$ cat config.mk
export PLATFORM = sky130hd
export DESIGN_NAME = rx_deskew_ctrl_flat
export DESIGN_NICKNAME = d
export VERILOG_FILES = /design/src/rtl/rx_deskew_ctrl_pkg.sv /design/src/rtl/rx_deskew_ctrl_if.sv /design/src/rtl/rx_deskew_ctrl.sv /design/src/flat_wrapper.sv
export SDC_FILE = /design/constraint.sdc
export NUM_CORES = 1
export LEC_CHECK = 0
export BUFFER_PORTS_ARGS = -buffer_cell sky130_fd_sc_hd__buf_4
export CORE_ASPECT_RATIO = 1.25
export CORE_MARGIN = 4
export CORE_UTILIZATION = 60
export DETAILED_ROUTE_END_ITERATION = 10
export PLACE_DENSITY = 0.84
export SKIP_CTS_REPAIR_TIMING = 1
export SYNTH_ARGS = -nofsm -noshare
export SYNTH_HDL_FRONTEND = slang
export SYNTH_SLANG_ARGS = --single-unit
export TNS_END_PERCENT = 10
$ cat constraint.sdc
create_clock -name i_uniform_clk -period 6.5 [get_ports i_uniform_clk]
set_input_delay 1.625 -clock i_uniform_clk [delete_from_list [all_inputs] [get_ports i_uniform_clk]]
set_output_delay 1.625 -clock i_uniform_clk [all_outputs]
set_load 0.01 [all_outputs]
$ cat src/rtl/rx_deskew_ctrl_pkg.sv
// Shared types for the RX deskew sequencer: FSM state encoding and AM-check result codes.
// Reused by the lane merger and the debug status register.
package rx_deskew_ctrl_pkg;

    typedef enum logic [1:0] {
        StRst  = 2'd0,
        StFill = 2'd1,
        StRead = 2'd2,
        StLock = 2'd3
    } dsk_state_e;

    typedef enum logic [1:0] {
        AmNone    = 2'd0,
        AmAligned = 2'd1,
        AmMixed   = 2'd2,
        AmPartial = 2'd3
    } am_chk_e;

    localparam int unsigned MaxLanes  = 32;
    localparam logic [7:0]  ErrCntMax = 8'hFF;

    // Classify one read cycle across the enabled lanes; callers zero-extend to MaxLanes.
    function automatic am_chk_e am_check(input logic [MaxLanes-1:0] valid,
                                         input logic [MaxLanes-1:0] isam,
                                         input logic [MaxLanes-1:0] mask);
        am_chk_e res;
        res = AmNone;
        if (mask != '0) begin
            if ((valid & mask) == mask) begin
                if ((isam & mask) == mask) begin
                    res = AmAligned;
                end else if ((isam & mask) != '0) begin
                    res = AmMixed;
                end
            end else if ((valid & mask) != '0) begin
                res = AmPartial;
            end
        end
        return res;
    endfunction

endpackage

$ cat src/rtl/rx_deskew_ctrl_if.sv
// Lane-buffer control bundle between the deskew sequencer (master) and the lane side (slave).
interface rx_deskew_ctrl_if #(
    parameter int unsigned LANES     = 4,
    parameter int unsigned ADD_WIDTH = 4
);
    logic                 i_u_restart;
    logic [ADD_WIDTH-1:0] i_u_cfg_thres;
    logic [LANES-1:0]     i_u_lden;
    logic [LANES-1:0]     i_u_half_full;
    logic [LANES-1:0]     i_u_flow;
    logic [LANES-1:0]     i_u_rd_valid;
    logic [LANES-1:0]     i_u_rd_isam;
    logic                 o_u_unif_rst_n;
    logic [ADD_WIDTH-1:0] o_u_half_thres;
    logic                 o_u_rd_en;
    logic                 o_u_deskew_ok;
    logic [1:0]           o_u_state;
    logic [7:0]           o_u_err_cnt;

    modport master (
        input  i_u_restart, i_u_cfg_thres, i_u_lden, i_u_half_full, i_u_flow,
               i_u_rd_valid, i_u_rd_isam,
        output o_u_unif_rst_n, o_u_half_thres, o_u_rd_en, o_u_deskew_ok, o_u_state,
               o_u_err_cnt
    );

    modport slave (
        output i_u_restart, i_u_cfg_thres, i_u_lden, i_u_half_full, i_u_flow,
               i_u_rd_valid, i_u_rd_isam,
        input  o_u_unif_rst_n, o_u_half_thres, o_u_rd_en, o_u_deskew_ok, o_u_state,
               o_u_err_cnt
    );
endinterface

$ cat src/rtl/rx_deskew_ctrl.sv
// Uniform-clock sequencer for the per-lane RX deskew buffers: common reset, fill wait,
// common read enable and AM alignment check, with re-reset on any fault.
module rx_deskew_ctrl
    import rx_deskew_ctrl_pkg::*;
#(
    parameter int unsigned LANES     = 4,
    parameter int unsigned ADD_WIDTH = 4,
    parameter int unsigned RST_CYC   = 8,
    parameter int unsigned TMO_W     = 16
) (
    input  logic              i_uniform_clk,
    input  logic              i_u_rst_n,
    rx_deskew_ctrl_if.master  bus
);

    localparam int unsigned        RstCntW = $clog2(RST_CYC);
    localparam logic [RstCntW-1:0] RstLast = RstCntW'(RST_CYC - 1);
    // Last count before the timeout counter would reach all-ones.
    localparam logic [TMO_W-1:0]   TmoLast = ~TMO_W'(1);

    dsk_state_e           state_q, state_d;
    logic [RstCntW-1:0]   rst_cnt_q, rst_cnt_d;
    logic [TMO_W-1:0]     tmo_cnt_q, tmo_cnt_d;
    logic [LANES-1:0]     mask_q, mask_d;
    logic [ADD_WIDTH-1:0] thres_q, thres_d;
    logic [7:0]           err_cnt_q, err_cnt_d;
    logic                 rd_en_q, rd_en_d;
    logic                 unif_rst_n_q, deskew_ok_q;

    logic [MaxLanes-1:0]  valid_ext, isam_ext, mask_ext;
    am_chk_e              am_res;
    logic                 active, in_rd, fault, enter_rst;

    always_comb begin
        valid_ext = '0;
        isam_ext  = '0;
        mask_ext  = '0;
        valid_ext[LANES-1:0] = bus.i_u_rd_valid;
        isam_ext[LANES-1:0]  = bus.i_u_rd_isam;
        mask_ext[LANES-1:0]  = mask_q;
    end

    always_comb begin
        am_res    = am_check(valid_ext, isam_ext, mask_ext);
        active    = (state_q != StRst);
        in_rd     = (state_q == StRead) || (state_q == StLock);
        fault     = active && (((bus.i_u_flow & mask_q) != '0)
                    || (in_rd && ((am_res == AmMixed) || (am_res == AmPartial)))
                    || (((state_q == StFill) && (mask_q != '0)) || (state_q == StRead))
                       && (tmo_cnt_q == TmoLast));
        enter_rst = fault || bus.i_u_restart || (active && (bus.i_u_lden != mask_q));

        state_d   = state_q;
        rst_cnt_d = rst_cnt_q;
        tmo_cnt_d = tmo_cnt_q;
        mask_d    = mask_q;
        thres_d   = thres_q;
        err_cnt_d = err_cnt_q;

        if (fault && (err_cnt_q != ErrCntMax)) begin
            err_cnt_d = err_cnt_q + 8'd1;
        end
        // Reload the threshold when a pass starts, including the first pass after reset.
        if (enter_rst || ((state_q == StRst) && (rst_cnt_q == '0))) begin
            thres_d = bus.i_u_cfg_thres;
        end

        if (enter_rst) begin
            state_d   = StRst;
            rst_cnt_d = '0;
        end else begin
            unique case (state_q)
                StRst: begin
                    if (rst_cnt_q == RstLast) begin
                        state_d   = StFill;
                        mask_d    = bus.i_u_lden;
                        tmo_cnt_d = '0;
                    end else begin
                        rst_cnt_d = rst_cnt_q + RstCntW'(1);
                    end
                end
                StFill: begin
                    if (mask_q != '0) begin
                        tmo_cnt_d = tmo_cnt_q + TMO_W'(1);
                        if ((bus.i_u_half_full & mask_q) == mask_q) begin
                            state_d   = StRead;
                            tmo_cnt_d = '0;
                        end
                    end
                end
                StRead: begin
                    tmo_cnt_d = tmo_cnt_q + TMO_W'(1);
                    if (am_res == AmAligned) begin
                        state_d = StLock;
                    end
                end
                StLock: begin
                end
                default: begin
                end
            endcase
        end

        if ((state_q == StFill) && (state_d == StRead)) begin
            rd_en_d = 1'b1;
        end else if ((state_d == StRead) || (state_d == StLock)) begin
            rd_en_d = ~rd_en_q;
        end else begin
            rd_en_d = 1'b0;
        end
    end

    always_ff @(posedge i_uniform_clk or negedge i_u_rst_n) begin
        if (!i_u_rst_n) begin
            state_q      <= StRst;
            rst_cnt_q    <= '0;
            tmo_cnt_q    <= '0;
            mask_q       <= '0;
            thres_q      <= '0;
            err_cnt_q    <= '0;
            rd_en_q      <= 1'b0;
            unif_rst_n_q <= 1'b0;
            deskew_ok_q  <= 1'b0;
        end else begin
            state_q      <= state_d;
            rst_cnt_q    <= rst_cnt_d;
            tmo_cnt_q    <= tmo_cnt_d;
            mask_q       <= mask_d;
            thres_q      <= thres_d;
            err_cnt_q    <= err_cnt_d;
            rd_en_q      <= rd_en_d;
            unif_rst_n_q <= (state_d != StRst);
            deskew_ok_q  <= (state_d == StLock);
        end
    end

    assign bus.o_u_unif_rst_n = unif_rst_n_q;
    assign bus.o_u_half_thres = thres_q;
    assign bus.o_u_rd_en      = rd_en_q;
    assign bus.o_u_deskew_ok  = deskew_ok_q;
    assign bus.o_u_state      = state_q;
    assign bus.o_u_err_cnt    = err_cnt_q;

endmodule

$ cat src/flat_wrapper.sv
// flat-port wrapper written by rule: the top's interface ports become plain ports
module rx_deskew_ctrl_flat import rx_deskew_ctrl_pkg::*;
#(
    parameter int unsigned LANES     = 4,
    parameter int unsigned ADD_WIDTH = 4,
    parameter int unsigned RST_CYC   = 8,
    parameter int unsigned TMO_W     = 16
)
  (i_uniform_clk, i_u_rst_n, bus_i_u_restart, bus_i_u_cfg_thres, bus_i_u_lden, bus_i_u_half_full, bus_i_u_flow, bus_i_u_rd_valid, bus_i_u_rd_isam, bus_o_u_unif_rst_n, bus_o_u_half_thres, bus_o_u_rd_en, bus_o_u_deskew_ok, bus_o_u_state, bus_o_u_err_cnt);
  rx_deskew_ctrl_if #(.LANES(LANES), .ADD_WIDTH(ADD_WIDTH)) bus_i ();
  input  logic i_uniform_clk;
  input  logic i_u_rst_n;
  input wire logic [$bits(bus_i.i_u_restart)-1:0] bus_i_u_restart;
  input wire logic [$bits(bus_i.i_u_cfg_thres)-1:0] bus_i_u_cfg_thres;
  input wire logic [$bits(bus_i.i_u_lden)-1:0] bus_i_u_lden;
  input wire logic [$bits(bus_i.i_u_half_full)-1:0] bus_i_u_half_full;
  input wire logic [$bits(bus_i.i_u_flow)-1:0] bus_i_u_flow;
  input wire logic [$bits(bus_i.i_u_rd_valid)-1:0] bus_i_u_rd_valid;
  input wire logic [$bits(bus_i.i_u_rd_isam)-1:0] bus_i_u_rd_isam;
  output wire logic [$bits(bus_i.o_u_unif_rst_n)-1:0] bus_o_u_unif_rst_n;
  output wire logic [$bits(bus_i.o_u_half_thres)-1:0] bus_o_u_half_thres;
  output wire logic [$bits(bus_i.o_u_rd_en)-1:0] bus_o_u_rd_en;
  output wire logic [$bits(bus_i.o_u_deskew_ok)-1:0] bus_o_u_deskew_ok;
  output wire logic [$bits(bus_i.o_u_state)-1:0] bus_o_u_state;
  output wire logic [$bits(bus_i.o_u_err_cnt)-1:0] bus_o_u_err_cnt;
  assign bus_i.i_u_restart = bus_i_u_restart;
  assign bus_i.i_u_cfg_thres = bus_i_u_cfg_thres;
  assign bus_i.i_u_lden = bus_i_u_lden;
  assign bus_i.i_u_half_full = bus_i_u_half_full;
  assign bus_i.i_u_flow = bus_i_u_flow;
  assign bus_i.i_u_rd_valid = bus_i_u_rd_valid;
  assign bus_i.i_u_rd_isam = bus_i_u_rd_isam;
  assign bus_o_u_unif_rst_n = bus_i.o_u_unif_rst_n;
  assign bus_o_u_half_thres = bus_i.o_u_half_thres;
  assign bus_o_u_rd_en = bus_i.o_u_rd_en;
  assign bus_o_u_deskew_ok = bus_i.o_u_deskew_ok;
  assign bus_o_u_state = bus_i.o_u_state;
  assign bus_o_u_err_cnt = bus_i.o_u_err_cnt;
  rx_deskew_ctrl #(.LANES(LANES), .ADD_WIDTH(ADD_WIDTH), .RST_CYC(RST_CYC), .TMO_W(TMO_W)) u_core (.i_uniform_clk(i_uniform_clk), .i_u_rst_n(i_u_rst_n), .bus(bus_i));
endmodule
After elaboration in Yosys (flattened, before gate mapping)

Cells that the tools add are included.

$add $sub $neg: 3
Equal/unequal tests: 18
Multiplexer cells: 20
Bitwise gates (word level): 6
Reductions and logical operators: 31

Operators with widths:

| kind                    | count |
|---|---|
| $reduce_bool A32 Y1     | 3 |
| $eq A32 B4 Y1           | 2 |
| $mux W16                | 3 |
| $pmux W16 S3            | 1 |
| $mux W2                 | 10 |
| $add A16 B1 Y16 const B | 1 |
| $and A4 B4 Y4           | 4 |
| $eq A16 B16 Y1 const B  | 1 |
| $eq A2 B2 Y1 const B    | 6 |
| $logic_or A1 B1 Y1      | 9 |
| $mux W3                 | 3 |
| $add A8 B1 Y8 const B   | 1 |
| $logic_and A1 B1 Y1     | 8 |
| $ne A8 B8 Y1 const B    | 1 |
| $reduce_bool A4 Y1      | 2 |
| $pmux W2 S3             | 1 |
| $reduce_bool A2 Y1      | 3 |
| $eq A2 B1 Y1 const B    | 2 |
| $eq A4 B4 Y1            | 1 |
| $ne A2 B2 Y1 const B    | 2 |
| $ne A4 B4 Y1            | 1 |
| $reduce_and A4 Y1       | 1 |
| $add A3 B1 Y3 const B   | 1 |
| $eq A3 B3 Y1 const B    | 1 |
| 8 further kinds         | 10 |

Bits in registers: 40
Output and inout bits: 17
Logic and storage cells: 87

Longest topological paths before layout

Gate-level depths: netlist (run 1).

Word-level depth: 19
Depth in mapped cells: 12
Mapped depth without buffers: 8

Worst setup path after synthesis (run 1)

OpenSTA, ideal clock, no wires.

Path type: input to register
Start: input bus_i_u_flow[1]
End: register u_core.tmo_cnt_q[10]
Library setup time: 0.095 ns
Arrival: 3.519 ns
Required time: 6.405 ns
Slack: 2.886 ns
Stages: 10
Buffers on the path: 3
Path through: a22o_1 > nor4_2 > nand3b_1 > a21o_1 > or3_1 > buf_2 > or2_1 > buf_6 > buf_6 > o31ai_1

Longest elaborated chain between the ends: 9

Ends and longest elaborated chain:

| item                               | RTL line              | source |
|---|---|---|
| start, declared                    | flat_wrapper.sv:17    | `input wire logic [$bits(bus_i.i_u_flow)-1:0] bus_i_u_flow;` |
| $and A4 B4 Y4                      | rx_deskew_ctrl.sv:47  | `fault = active && (((bus.i_u_flow & mask_q) != '0)` |
| $reduce_bool A4 Y1                 | rx_deskew_ctrl.sv:47  |  |
| $logic_or A1 B1 Y1                 | rx_deskew_ctrl.sv:48  | `\|\| (in_rd && ((am_res == AmMixed) \|\| (am_res == AmPartial)))` |
| $logic_or A1 B1 Y1                 | rx_deskew_ctrl.sv:49  | `\|\| (((state_q == StFill) && (mask_q != '0)) \|\| (state_q == StRead))` |
| $logic_and A1 B1 Y1                | rx_deskew_ctrl.sv:47  |  |
| $logic_or A1 B1 Y1 (2 in a row)    | rx_deskew_ctrl.sv:51  | `enter_rst = fault \|\| bus.i_u_restart \|\| (active && (bus.i_u_lden != mask_q));` |
| $not A1 Y1 (no source line)        | n/a                   |  |
| $reduce_and A4 Y1 (no source line) | n/a                   |  |
| end signal, assigned               | rx_deskew_ctrl.sv:127 | `tmo_cnt_q <= tmo_cnt_d;` |
| end, declared                      | rx_deskew_ctrl.sv:23  | `logic [TMO_W-1:0] tmo_cnt_q, tmo_cnt_d;` |

Every way passes these cells.
A chain may end at the register's enable or synchronous reset.

Final worst setup path (run 1)

Start: input bus_i_u_flow[1]
End: register u_core.tmo_cnt_q[15]

The elaborated chain is that of the path after synthesis.

==> results.json, run 1 <==
{
  "clock-root-buffer": "clkbuf_8",
  "fillers": 306,
  "tightest_slew_ns": 0.913,
  "period_share": 0.589,
  "rsz0062_at_grt": "false",
  "outcome": "finished clean",
  "yosysTopAreaCell": "dfrtp_1",
  "start_util": 0.633,
  "startpoint_type": "primary input",
  "cp-end-kind": "flop",
  "async_flop_share": 1.00,
  "crit_chain": "buf_4 -> a22o_1 -> nor4_2 -> nand3b_1 -> a21o_1 -> or3_1 -> or2_1 -> o41ai_1",
  "place_congestion": 0.888,
  "slowest_delay_ns": 0.54,
  "path_class": "in2reg",
  "yosysSeqAreaShare": 0.411,
  "drv_slew": 0,
  "ys_ff_latch": 40,
  "finClkSkew_ns": 0.00677,
  "ir_worst_vdd_mv": 0.150,
  "grtUsageTotal": 0.210,
  "hold_viol_final": 0,
  "synth_area_um2": 2430,
  "ioPinCount": 44,
  "place_hpwl_um": 3580,
  "fp.dieH_um": 79.2,
  "hp-class": "reg2reg",
  "crit_path_top_delay_cell": "or3_1",
  "die_area_um2": 5150,
  "comb_power_share": 0.158,
  "nets": 331,
  "power_density_nw_per_um2": 180,
  "grt_pass1_vias": 1922,
  "drc": 0,
  "power.leakage_nw": 1.24,
  "drv_cap": 0,
  "yosysTopAreaCellShare": 0.411,
  "clkPwrFrac": 0.306,
  "cp.required_ns": 6.68,
  "cts_tree": "yes",
  "syn-num-nets": 292,
  "path_clk_slew_ns": 0.08,
  "areaGrowthSynthToFinish_pct": 16.0,
  "vias": 1982,
  "grt_pass1_wl_um": 8510,
  "swShare": 0.265,
  "cts.path.max_buffers": 2,
  "io_buffers": 43,
  "seq_power_share": 0.536,
  "cts_buffers": 5,
  "multiInputGateArea_um2": 1300,
  "synth_edf_count": 0,
  "core_area_um2": 3850,
  "wl_um": 4880,
  "setup_viol": 0,
  "gr-total-overflow": 0,
  "grt_max_degree": 41,
  "max_freq_mhz": 261,
  "cp.arrival_ns": 4.01,
  "drtAntennaViolNets": 0,
  "post_drt_wl_per_cell_um": 14.1,
  "p_sw_mw": 0.135,
  "insertion_delay_ns": 0.29,
  "drt-pass1-iter-count": 4,
  "ys.flop_type": "dfrtp_1",
  "die_w_um": 65.0,
  "synth.most_common_cell": "dfrtp_1",
  "min_period_ns": 3.83,
  "postLayoutCellArea_um2": 2820,
  "ys_warn_count": 0,
  "seq_area_um2": 1000,
  "dpl_cell_area_um2": 2740,
  "slew_headroom": 0.376,
  "fin_setup_tns_ns": 0,
  "antenna_found_initial": 0,
  "clock-sinks": 40,
  "yosys-top-cells-area": "dfrtp_1, ha_1, o21ai_0",
  "drive_gt1_frac": 0.229,
  "syn_inst": 254,
  "via_per_inst": 5.71,
  "syn_avg_cell_area_um2": 9.58,
  "internal-power_mw": 0.375,
  "rows": 25,
  "critPathMaxFanout": 18,
  "drt_iter0_markers": 164,
  "synth_common_cells": "dfrtp_1, o21ai_0, nor2_1, nand2_1, nor2b_1",
  "n_antenna_cell": 0,
  "ys_types": 48,
  "cts.htree.levels": 2
}
## critical path: cells and delay by family
| family | cells | cell delay, ns |
|---|---|---|
| buffers and inverters | 1 | 0.11 |
| AOI/OAI and AO/OA | 3 | 0.79 |
| and+or+nand+nor | 4 | 1.48 |
## power by group through the flow
stage / Sequential, mW / Combinational, mW / Clock, mW
final: 0.273 / 0.0807 / 0.156
after global routing: 0.275 / 0.0905 / 0.172
after CTS: 0.273 / 0.0818 / 0.162
after detailed placement: 0.278 / 0.0814 / 0
after global placement: 0.277 / 0.0798 / 0
after floorplan: 0.269 / 0.0622 / 0
## state kept, by name, summed over array words and instances (netlist names)
register,count
u_core.bus.o_u_err_cnt,8
u_core.bus.o_u_half_thres,4
u_core.tmo_cnt_q,16
u_core.bus.o_u_deskew_ok,1
u_core.bus.o_u_rd_en,1
u_core.bus.o_u_state,2
u_core.bus.o_u_unif_rst_n,1
u_core.mask_q,4
u_core.rst_cnt_q,3
## cell type report
type | count | area share
clock buffer | 5 | 0.0244
clock inverter | 2 | 0.00443
inverter | 11 | 0.0146
multi-input combinational | 191 | 0.461
sequential | 40 | 0.355
tap | 54 | 0.0239
timing repair buffer | 44 | 0.117
## worst paths after layout
| check | start | end | slack [ns] | cells past startpoint |
|---|---|---|---|---|
| setup reg to reg | u_core.mask_q[0]$_DFFE_PN0P_ | u_core.tmo_cnt_q[15]$_DFFE_PN0P_ | 3.56 | 7 |
| hold / removal | u_core.bus.o_u_rd_en$_DFF_PN0_ | u_core.bus.o_u_rd_en$_DFF_PN0_ | 0.46 | 1 |
| setup / recovery | bus_i_u_flow[1] | u_core.tmo_cnt_q[15]$_DFFE_PN0P_ | 2.67 | 8 |
| min in group asynchronous | i_u_rst_n | u_core.bus.o_u_err_cnt[6]$_DFFE_PN0P_ | 1.31 | 1 |
| hold reg to reg | u_core.bus.o_u_rd_en$_DFF_PN0_ | u_core.bus.o_u_rd_en$_DFF_PN0_ | 0.46 | 1 |
| max in group asynchronous | i_u_rst_n | u_core.tmo_cnt_q[1]$_DFFE_PN0P_ | 4.85 | 1 |
## cells in the final DEF, fill, tap and decap left out, types with 3 or more instances in the layout
cell,instances
a21oi_1,10
a22o_1,3
a22oi_1,3
and4_1,5
buf_4,44
clkbuf_8,5
dfrtp_1,40
ha_1,11
inv_1,11
mux2_2,9
nand2_1,18
nand2b_1,4
nand3_1,9
nor2_1,23
nor2b_1,16
nor3_1,5
o21ai_0,25
o31ai_1,9
xor2_1,9
## layer usage
metal,vias up,global-route usage,share of wire
li1,981,-,-
met1,954,0.247,0.42
met2,42,0.374,0.52
met3,5,0.0467,0.047
met4,0,0.0677,0.010
met5,-,0,0
## logic make-up (layout without fill, tap and decap cells)
kind of cell / after synthesis / count (layout) / share of synthesized area
simple gates: 95 / 95 / 0.212
compound gates: 65 / 65 / 0.185
flops: 40 / 40 / 0.411
buf+inv: 23 / 62 / 0.0540
fa+ha+maj: 11 / 11 / 0.0566
xor+xnor: 11 / 11 / 0.0396
mux: 9 / 9 / 0.0416
## stage by stage
stage / std cells / worst slack (ns) / hold WS (ns) / util / total power [mW]
after floorplan: 254 / 2.89 / 0.445 / - / 0.332
after global routing: 347 / 2.51 / 0.490 / 0.734 / 0.538
after detailed placement: 340 / 2.42 / 0.454 / 0.713 / 0.359
after CTS: 347 / 2.70 / 0.465 / 0.734 / 0.517
after global placement: 340 / 2.42 / 0.446 / 0.713 / 0.357
final: 347 / 2.67 / 0.464 / 0.734 / 0.509
(Power assumes the default switching activity.)
==> run 2: changes to the inputs <==
CORE_UTILIZATION = 50   (was 60)
PLACE_DENSITY = 0.75   (was 0.84)
clock period = 3.2 ns   (was 6.5 ns; I/O delays follow)
==> run 2 against run 1 <==
Against the previous run:
- combinational power increased by 110%
- sequential power increased by 100%
- final cell count increased by 2.9%
- wire length increased by 1.8%
- global-route usage decreased by 3.2 points
- clock power increased by 100%
==> results.json, run 2 (synthesis gave the netlist of run 1 again) <==
{
  "nets": 335,
  "path_clk_slew_ns": 0.07,
  "drc": 0,
  "insertion_delay_ns": 0.29,
  "postLayoutCellArea_um2": 2860,
  "cp.arrival_ns": 2.92,
  "startpoint_type": "primary input",
  "swShare": 0.261,
  "outcome": "finished clean",
  "slew_headroom": 0.615,
  "cts.path.max_buffers": 2,
  "rr_startpoint": "u_core.mask_q[0]$_DFFE_PN0P_",
  "n_antenna_cell": 0,
  "ir_worst_vdd_mv": 0.293,
  "critPathTopFamily": "simple AND/OR/NAND/NOR gates",
  "setup_viol": 0,
  "multiInputGateArea_um2": 1300,
  "cp.buffers_inverters": 1,
  "clock-root-buffer": "clkbuf_8",
  "internal-power_mw": 0.766,
  "gr-max-usage-layer": "met2",
  "place_congestion": 0.750,
  "clock-sinks": 40,
  "place_hpwl_um": 3680,
  "ioPinCount": 44,
  "grt_pass1_vias": 1947,
  "via_per_inst": 5.60,
  "crit_path_top_delay_cell": "or2_1",
  "fin_setup_tns_ns": 0,
  "vias": 2000,
  "drt-pass1-iter-count": 4,
  "drv_cap": 0,
  "largest_reg_flops": 16,
  "core_area_um2": 4730,
  "die_area_um2": 6050,
  "reg2regPathDepth": 7,
  "drv_slew": 0,
  "hp-class": "in2async",
  "timing.rr.end": "u_core.tmo_cnt_q[15]$_DFFE_PN0P_",
  "die_w_um": 70.4,
  "seq_power_share": 0.536,
  "rows": 28,
  "drive_gt1_frac": 0.236,
  "comb_power_share": 0.162,
  "cts.htree.levels": 2,
  "antenna_found_initial": 0,
  "gr-total-overflow": 0,
  "drtAntennaViolNets": 0,
  "max_freq_mhz": 362,
  "power_density_nw_per_um2": 363,
  "clkPwrFrac": 0.303,
  "post_drt_wl_per_cell_um": 13.9,
  "regMostFlops": "u_core.tmo_cnt_q",
  "grt_pass1_wl_um": 8830,
  "power.leakage_nw": 1.26,
  "grtUsageTotal": 0.177,
  "cp-end-kind": "flop",
  "critPathMaxFanout": 15,
  "r2r_setup_slack_ns": 0.50,
  "final_cell_mix": "buf_4, dfrtp_1, o21ai_0",
  "min_period_ns": 2.76,
  "io_buffers": 43,
  "met1_usage": 0.208,
  "path_class": "in2reg",
  "areaGrowthSynthToFinish_pct": 17.4,
  "slowest_delay_ns": 0.44,
  "hold_viol_final": 0,
  "p_sw_mw": 0.271,
  "period_share": 0.863,
  "cp.required_ns": 3.36,
  "drt_iter0_markers": 78,
  "dpl_cell_area_um2": 2780,
  "rsz0062_at_grt": "false",
  "crit_chain": "buf_4 -> a22o_1 -> nor4_2 -> nand3b_1 -> a21o_1 -> or3_1 -> or2_1 -> o41ai_1",
  "cts_buffers": 5,
  "seq_area_um2": 1000,
  "finClkSkew_ns": 0.0112,
  "grt_max_degree": 41,
  "use_met3": 0.0328,
  "final_common_cell": "buf_4",
  "tightest_slew_ns": 0.575,
  "fillers": 437,
  "start_util": 0.515,
  "cts_tree": "yes",
  "use_met2": 0.312,
  "fp.dieH_um": 86,
  "wl_um": 4970
}
## run 2: worst max-delay path by stage
stage	endpoint	cells past startpoint	start
after global placement	u_core.tmo_cnt_q[15]$_DFFE_PN0P_	8	bus_i_u_flow[1]
final	u_core.tmo_cnt_q[15]$_DFFE_PN0P_	8	bus_i_u_flow[1]
after detailed placement	u_core.tmo_cnt_q[15]$_DFFE_PN0P_	8	bus_i_u_flow[1]
after global routing	u_core.tmo_cnt_q[15]$_DFFE_PN0P_	8	bus_i_u_flow[1]
after floorplan	u_core.tmo_cnt_q[10]$_DFFE_PN0P_	10	bus_i_u_flow[1]
after CTS	u_core.tmo_cnt_q[15]$_DFFE_PN0P_	8	bus_i_u_flow[1]
## run 2: through the flow
step / std cells / utilization / power (mW) / hold WS, ns / setup WS (ns)
final: 357 / 0.604 / 1.04 / 0.470 / 0.438
after global routing: 357 / 0.604 / 1.09 / 0.475 / 0.198
after CTS: 357 / 0.604 / 1.05 / 0.468 / 0.446
after detailed placement: 350 / 0.588 / 0.735 / 0.458 / 0.160
after global placement: 350 / 0.588 / 0.732 / 0.455 / 0.240
after floorplan: 254 / - / 0.673 / 0.445 / 0.411
## run 2: area by class of cell
| type | count | share of cell area |
|---|---|---|
| multi-input combinational | 191 | 0.456 |
| clock inverter | 1 | 0.00175 |
| timing repair buffer | 48 | 0.126 |
| sequential | 40 | 0.350 |
| tap | 60 | 0.0263 |
| inverter | 11 | 0.0145 |
| clock buffer | 6 | 0.0254 |
## run 2: per-layer routing
layer / part of all wire / vias to the layer above
li1: - / 988
met1: 0.42 / 973
met2: 0.52 / 33
met3: 0.037 / 6
met4: 0.018 / 0
met5: 0 / -
## run 2: power by group through the flow
stage / Clock (mW) / Sequential [mW] / Combinational (mW)
finish: 0.314 / 0.555 / 0.168
global route: 0.346 / 0.560 / 0.187
CTS: 0.325 / 0.555 / 0.170
detailed placement: 0 / 0.565 / 0.170
global placement: 0 / 0.564 / 0.167
floorplan: 0 / 0.547 / 0.126
